## src/rtl/lcd_hd44780_ctrl.sv

```systemverilog
// HD44780 bus-cycle timing engine: turns each "go" toggle in the LCD register word
// into setup / enable pulse / hold / execution-wait. Optional read support: LCD_READ_EN.
module lcd_hd44780_ctrl #(
    parameter int unsigned SETUP_CYC     = 3,
    parameter int unsigned PULSE_CYC     = 12,
    parameter int unsigned HOLD_CYC      = 2,
    parameter int unsigned EXEC_CYC      = 2000,
    parameter int unsigned LONG_EXEC_CYC = 80000
) (
    input  logic        i_clk,
    input  logic        i_reset,
    input  logic [31:0] i_io_lcd,
    input  logic [7:0]  i_lcd_data,
    output logic        o_lcd_on,
    output logic        o_lcd_en,
    output logic        o_lcd_rs,
    output logic        o_lcd_rw,
    output logic [7:0]  o_lcd_data,
    output logic        o_lcd_data_oe,
    output logic        o_busy,
    output logic        o_done,
    output logic [7:0]  o_rd_data,
    output logic        o_overrun
);

    localparam int unsigned LOG_W = $clog2(LONG_EXEC_CYC + 1);
    localparam int unsigned CNT_W = (LOG_W > 17) ? LOG_W : 17;

    typedef enum logic [2:0] {
        ST_IDLE,
        ST_SETUP,
        ST_PULSE,
        ST_HOLD,
        ST_WAIT
    } state_t;

    state_t             state;
    logic [CNT_W-1:0]   cnt;
    logic               last_go;
    logic               pend;
    logic [9:0]         pend_cmd;
    logic               toggle;
    logic               launch;
    logic               rw_in;
    logic               cmd_rw;
    logic               long_wait;
    logic [CNT_W-1:0]   wait_load;
    logic [9:0]         new_cmd;
    logic               unused_bits;

`ifdef LCD_READ_EN
    logic               rw_q;
    logic               oe_q;
    logic [7:0]         rd_q;

    assign rw_in         = i_io_lcd[8];
    assign cmd_rw        = rw_q;
    assign o_lcd_rw      = rw_q;
    assign o_lcd_data_oe = oe_q;
    assign o_rd_data     = rd_q;
    assign unused_bits   = ^i_io_lcd[30:11];
`else
    assign rw_in         = 1'b0;
    assign cmd_rw        = 1'b0;
    assign o_lcd_rw      = 1'b0;
    assign o_lcd_data_oe = 1'b1;
    assign o_rd_data     = 8'h00;
    assign unused_bits   = ^{i_io_lcd[30:11], i_io_lcd[8], i_lcd_data, pend_cmd[8]};
`endif

    assign toggle  = i_io_lcd[10] ^ last_go;
    assign launch  = (state == ST_IDLE) && pend;
    assign new_cmd = {i_io_lcd[9], rw_in, i_io_lcd[7:0]};
    assign o_busy  = pend | (state != ST_IDLE);

    // Clear (0x01) and home (0x02/0x03) need the long execution wait
    assign long_wait = !o_lcd_rs && !cmd_rw && (o_lcd_data[7:2] == 6'd0) && (o_lcd_data != 8'd0);
    assign wait_load = long_wait ? CNT_W'(LONG_EXEC_CYC - 1) : CNT_W'(EXEC_CYC - 1);

    always_ff @(posedge i_clk or posedge i_reset) begin
        if (i_reset) begin
            state      <= ST_IDLE;
            cnt        <= '0;
            last_go    <= 1'b0;
            pend       <= 1'b0;
            pend_cmd   <= '0;
            o_lcd_on   <= 1'b0;
            o_lcd_en   <= 1'b0;
            o_lcd_rs   <= 1'b0;
            o_lcd_data <= 8'h00;
            o_done     <= 1'b0;
            o_overrun  <= 1'b0;
`ifdef LCD_READ_EN
            rw_q       <= 1'b0;
            oe_q       <= 1'b1;
            rd_q       <= 8'h00;
`endif
        end else begin
            last_go  <= i_io_lcd[10];
            o_lcd_on <= i_io_lcd[31];
            o_done   <= 1'b0;

            // A toggle arriving while the pending command launches simply re-arms pend
            if (launch) begin
                pend <= toggle;
                if (toggle) pend_cmd <= new_cmd;
            end else if (toggle) begin
                pend     <= 1'b1;
                pend_cmd <= new_cmd;
                if (pend) o_overrun <= 1'b1;
            end

            case (state)
                ST_IDLE: begin
                    if (pend) begin
                        state      <= ST_SETUP;
                        cnt        <= CNT_W'(SETUP_CYC - 1);
                        o_lcd_rs   <= pend_cmd[9];
                        o_lcd_data <= pend_cmd[7:0];
`ifdef LCD_READ_EN
                        rw_q       <= pend_cmd[8];
                        oe_q       <= ~pend_cmd[8];
`endif
                    end
                end
                ST_SETUP: begin
                    if (cnt == '0) begin
                        state    <= ST_PULSE;
                        cnt      <= CNT_W'(PULSE_CYC - 1);
                        o_lcd_en <= 1'b1;
                    end else begin
                        cnt <= cnt - CNT_W'(1);
                    end
                end
                ST_PULSE: begin
                    if (cnt == '0) begin
                        state    <= ST_HOLD;
                        cnt      <= CNT_W'(HOLD_CYC - 1);
                        o_lcd_en <= 1'b0;
`ifdef LCD_READ_EN
                        if (rw_q) rd_q <= i_lcd_data;
`endif
                    end else begin
                        cnt <= cnt - CNT_W'(1);
                    end
                end
                ST_HOLD: begin
                    if (cnt == '0) begin
                        state  <= ST_WAIT;
                        cnt    <= wait_load;
                        o_done <= (wait_load == '0);
`ifdef LCD_READ_EN
                        oe_q   <= 1'b1;
`endif
                    end else begin
                        cnt <= cnt - CNT_W'(1);
                    end
                end
                ST_WAIT: begin
                    // o_done lands on the final WAIT cycle
                    if (cnt == '0) begin
                        state <= ST_IDLE;
                    end else begin
                        cnt <= cnt - CNT_W'(1);
                        if (cnt == CNT_W'(1)) o_done <= 1'b1;
                    end
                end
                default: state <= ST_IDLE;
            endcase
        end
    end

endmodule

```

## config.mk

```make
export PLATFORM = sky130hd
export DESIGN_NAME = lcd_hd44780_ctrl
export DESIGN_NICKNAME = d
export VERILOG_FILES = /design/src/rtl/lcd_hd44780_ctrl.sv
export SDC_FILE = /design/constraint.sdc
export NUM_CORES = 1
export LEC_CHECK = 0
export BUFFER_PORTS_ARGS = -buffer_cell sky130_fd_sc_hd__clkbuf_2
export CAP_MARGIN = 0
export CORE_MARGIN = 1.5
export CORE_UTILIZATION = 40
export CTS_CLUSTER_DIAMETER = 120
export DETAILED_ROUTE_END_ITERATION = 8
export PLACE_DENSITY = 0.68
export SLEW_MARGIN = 20
export SYNTH_ARGS = -nofsm -noshare
export SYNTH_HDL_FRONTEND = slang
export SYNTH_SLANG_ARGS = --single-unit
```

## constraint.sdc

```tcl
create_clock -name i_clk -period 2 [get_ports i_clk]
set_input_delay 0.4 -clock i_clk [delete_from_list [all_inputs] [get_ports i_clk]]
set_output_delay 0.4 -clock i_clk [all_outputs]
set_load 0.05 [all_outputs]
```

; ---- Word-level counts from Yosys, hierarchy flattened
; Index checks and enable logic that the tools add are counted.
[word_totals]
reg_bits = 44
wordCells = 66
[classes]
n_addsub = 1
n_eq_ne = 11
mux = 22
bitwise_logic = 3
n_reduce_logical = 18
[ops]
columns = operator, n
row1 = two-way mux 17 bit, 6
row2 = one-hot mux 17 bit (5 select lines), 1
row3 = zero test 17 bit, 2
row4 = == test 17 x 1 -> 1 bit (second input constant), 1
row5 = subtractor 17 x 1 -> 17 bit (second input constant), 1
row6 = two-way mux 3 bit, 5
row7 = one-hot mux 3 bit (5 select lines), 1
row8 = != test 2 bit (second input constant), 6
row9 = AND reduction 3 bit, 3
row10 = nonzero test 8 bit, 1
row11 = two-way mux 1 bit, 7
row12 = == test 3 x 2 -> 1 bit (second input constant), 2
row13 = zero test 6 bit, 1
row14 = AND reduction 5 bit, 1
row15 = nonzero test 5 bit, 1
row16 = one-hot mux 1 bit (2 select lines), 2
row17 = nonzero test 2 bit, 2
row18 = == test 3 x 1 -> 1 bit (second input constant), 1
row19 = == test 3 bit (second input constant), 1
row20 = logical AND 1 bit, 3
row21 = zero test 3 bit, 1
row22 = nonzero test 3 bit, 1
row23 = AND reduction 2 bit, 1
row24 = zero test 1 bit, 1
row25 = 3 further kinds, 3

; ---- Depth between registers and ports, before layout
[logic_depth]
depth_word = 7
ltp_mapped = 9
mapped_depth_nobuf = 8

; ---- Worst setup path after synthesis
; OpenSTA, ideal clock, no wires.
[synth_timing]
path_type = reg2reg
from = register cnt[6]
to = register cnt[11]
setup_time_ps = 138
t_arrival_ps = 1984
required_time_ps = 1862
path_slack_ps = -122
path_stages_with_launch = 7
n_path_buf = 1
period_less_slack_ps = 2122
path_cell_list = dfrtp_1 or4_4 or4_1 buf_2 o31a_1 a22oi_2 o211ai_1
[synth_between]
elab_chain_len = 3
word_cells_on_any_way = 9
classes_between = 1 x add/sub / 1 x eq/ne / 5 x mux / 2 x reduce/logical
[synth_rtl]
columns = element, line
row1 = "start, declared", 38  ; logic [CNT_W-1:0] cnt;
row2 = "start signal, assigned", 117  ; cnt <= CNT_W'(SETUP_CYC - 1);
row3 = "start signal, assigned", 129  ; cnt <= CNT_W'(PULSE_CYC - 1);
row4 = "start signal, assigned", 132  ; cnt <= cnt - CNT_W'(1);
row5 = subtractor 17 x 1 -> 17 bit / zero test 17 bit (equally long branches), --
row6 = "two-way mux 17 bit, or another cell as far along", 161  ; if (cnt == '0) begin
row7 = one-hot mux 17 bit (5 select lines) / AND reduction 3 bit (equally long branches), --
; Parallel ways exist; a longest one is shown, timed or not. The select of a mux whose other input is x is not followed.
; A chain may end at the register's enable or synchronous reset.

; ---- Final worst setup path
[layout_timing]
from = register cnt[4]
to = register cnt[11]
; The elaborated chain is that of the path after synthesis.

==> impl_metrics.tcl <==
set metrics [dict create \
    synthMostInstantiatedCell "dfrtp_1" \
    clock_latency_ns 0.30 \
    grt_pass1_vias 1967 \
    start_util 0.418 \
    yosysTopAreaCell "dfrtp_1" \
    synth_fa_ha_area_frac 0.0107 \
    ys_warn_count 0 \
    dp_hpwl_mm 3.79 \
    synth_flop_cell "dfrtp_1" \
    finalHoldWorstSlack_ns 0.195 \
    path_common_cell "or4_4" \
    worstSetupPathType "register to register" \
    overflow 0 \
    synth_edf_count 0 \
    synth-xor-area-share 0.00752 \
    drtIter0Drc 109 \
    critPathLaunchType "register" \
    synthToLayoutAreaGrowth_pct 34.9 \
    fin_nets 357 \
    drc 0 \
    finClkSkew_ns 0.00434 \
    syn_area_sq_um 2330 \
    dieArea_sq_um 6290 \
    busiest_layer "met2" \
    netlist_top_cells_count "44 x dfrtp_1, 19 x nand2_1, 19 x o21ai_0" \
    status "complete, but fails checks" \
    place_area_sq_um 2770 \
    hold_viol_final 0 \
    rsz0062_at_grt "yes" \
    vias_per_cell 5.33 \
    ir_drop_v 0.000916 \
    path_cells "or4_4, or4_4, o31a_1, a22oi_2, o211ai_1" \
    num_antenna_cells 0 \
    cts_sinks 44 \
    setup_viol_count_final 6 \
    cpMaxStageDelayCell "or4_4" \
    grt_pass1_wl_mm 9.05 \
    grt_util_met1 0.244 \
    hold_class "primary input to register" \
    drtAntennaViolNets 0 \
    muxShareOfSynthArea 0.0870 \
    place_inst 363 \
    syn_inst 238 \
    final.min_clock_period_ns 2.10 \
    wl_per_cell_um 14.7 \
    htree_levels 2 \
    coreArea_sq_um 5570 \
    maxCapViolCount 0 \
    yosysSeqAreaShare 0.473 \
    cts_buffers 5 \
    crit_family "simple AND/OR/NAND/NOR gates" \
    root_buffer "clkbuf_8" \
    synth_cell_types 50 \
    grt_max_degree 44 \
    timing.final.crit_share 1.05 \
    cp_slowest_stage_delay_ns 0.55 \
    fmax_mhz 475 \
    arrival_ns 2.29 \
    drv_slew 0 \
    drt-total-wl_mm 5.67 \
    io-pin-count 66 \
    place_ws_ns -0.139 \
    p_per_area_nw_per_um2 1280 \
    avgSynthCellArea_sq_um 9.79 \
    p_leak_nw 1.40 \
    synth_compound_gate_area_share 0.174 \
    instances_no_fill 386 \
    violations "negative setup slack" \
    path_clk_slew_ns 0.09 \
    critPathRequiredTime_ns 2.19 \
    timing.slew.headroom 0.617 \
    final_area_sq_um 3140 \
    finalWorstSetupSlack_ns -0.105 \
    clockBufferDepth 2 \
    tightest_slew_ns 0.572 \
    synth_simple_gate_area_frac 0.180 \
    cp_num_buf_inv 0 \
    place.gp.congestion 0.878 \
    synth-seq-cells 44 \
    route.vias.total 2057 \
    synth_top_family_by_area "simple AND/OR/NAND/NOR gates" \
    drive_gt1_frac 0.449 \
    synth_area_leaders "dfrtp_1 47%, mux2_2 8.7%, o21ai_0 4.1%, buf_4 3.2%, nand2_1 3.1%" \
    rows 27 \
    die_h_um 79.3 \
    reg2reg_setup_slack_ns -0.10 \
    cts_tree "done" \
    antenna_found_initial 0 \
    gr-usage-met3 0.0517 \
    firstDrtPassIters 4 \
    end_kind "register" \
    synth_top_cell_area_share 0.473 \
    grt_use_met2 0.295 \
    grtUsageTotal 0.185 \
    portBuffers 26 \
    ys_async_sr_fraction 1.00 \
    crit_path_max_fanout 7 \
    die_w_um 79.3 \
]
## stage by stage
| stage | setup TNS, ns | utilization | power [W] |
|---|---|---|---|
| floorplan | -0.199 | - | 0.00250 |
| global placement | -1.21 | 0.497 | 0.00311 |
| detailed placement | -1.18 | 0.497 | 0.00315 |
| CTS | -0.227 | 0.535 | 0.00391 |
| global route | -1.17 | 0.564 | 0.00426 |
| finish | -0.231 | 0.564 | 0.00401 |
## cells in the final DEF, fill, tap and decap left out, types with 3 or more instances in the layout
master    netlist  routed
conb_1          2      10
nor3_1         10       6
nor4_1          7       5
inv_1           7       5
dfrtp_1        44      43
nor2_1         13      12
clkbuf_2        0      25
a21oi_2         0       3
or3_4           1       5
nand2b_1        8       8
o21ai_1         2       7
mux2_2         18      18
o22ai_1         3       3
a21oi_1        14      11
clkbuf_8        0       6
buf_4          10      53
o21ai_0        19      12
o211ai_1        3       3
nand2_1        19      17
## metal layers
layer	routed length, um	share of wire
met1	2610	0.46
met2	2790	0.49
met3	226	0.040
met4	44	0.0078
met5	0	0
## cell type report
class,count,area (sq um)
tap,72,90.1
clock inverter,2,15.0
clock buffer,6,82.6
sequential,44,1100
timing repair buffer,82,561
fill,500,2430
inverter,7,26.3
multi-input combinational,173,1270
## worst paths after layout
kind,start,cells past startpoint,end
setup / recovery,cnt[4]$_DFFE_PP0P_,5,cnt[11]$_DFFE_PP0P_
hold / removal,i_io_lcd[31],1,o_lcd_on$_DFF_PP0_
setup reg to reg,cnt[4]$_DFFE_PP0P_,5,cnt[11]$_DFFE_PP0P_
hold reg to reg,o_overrun$_DFFE_PP0P_,1,o_overrun$_DFFE_PP0P_
max in group asynchronous,i_reset,4,state[2]$_DFFE_PP0P_
min in group asynchronous,i_reset,3,o_lcd_on$_DFF_PP0_
## sequential cells by signal (all words and copies together), names as in the netlist
signal	cells
cnt	17
last_go	1
o_done	1
o_lcd_data	8
o_lcd_en	1
o_lcd_on	1
o_lcd_rs	1
o_overrun	1
pend	1
pend_cmd	9
state	3
## report_power, final
group          total [W]  switching, W  internal, W
registers        0.00140      0.000228      0.00118
logic            0.00201       0.00114     0.000866
clock network   0.000601      0.000321     0.000280
## logic make-up after synthesis
logic type | count (synthesis)
mux | 18
xor+xnor | 2
buf+inv | 29
compound gates | 62
simple gates | 79
fa+ha+maj | 2
other cells | 2
flops | 44
## repair_timing
item                                    CTS  global route
hold endpoints to repair                  1             0
buffers inserted                          5             8
cloned                                    0             1
pin swaps                                 5             7
gates resized for setup                  15            31
hold buffers                              1             0
endpoints found under the setup margin   17            20
No activity file was read; power rests on OpenSTA's default activity.
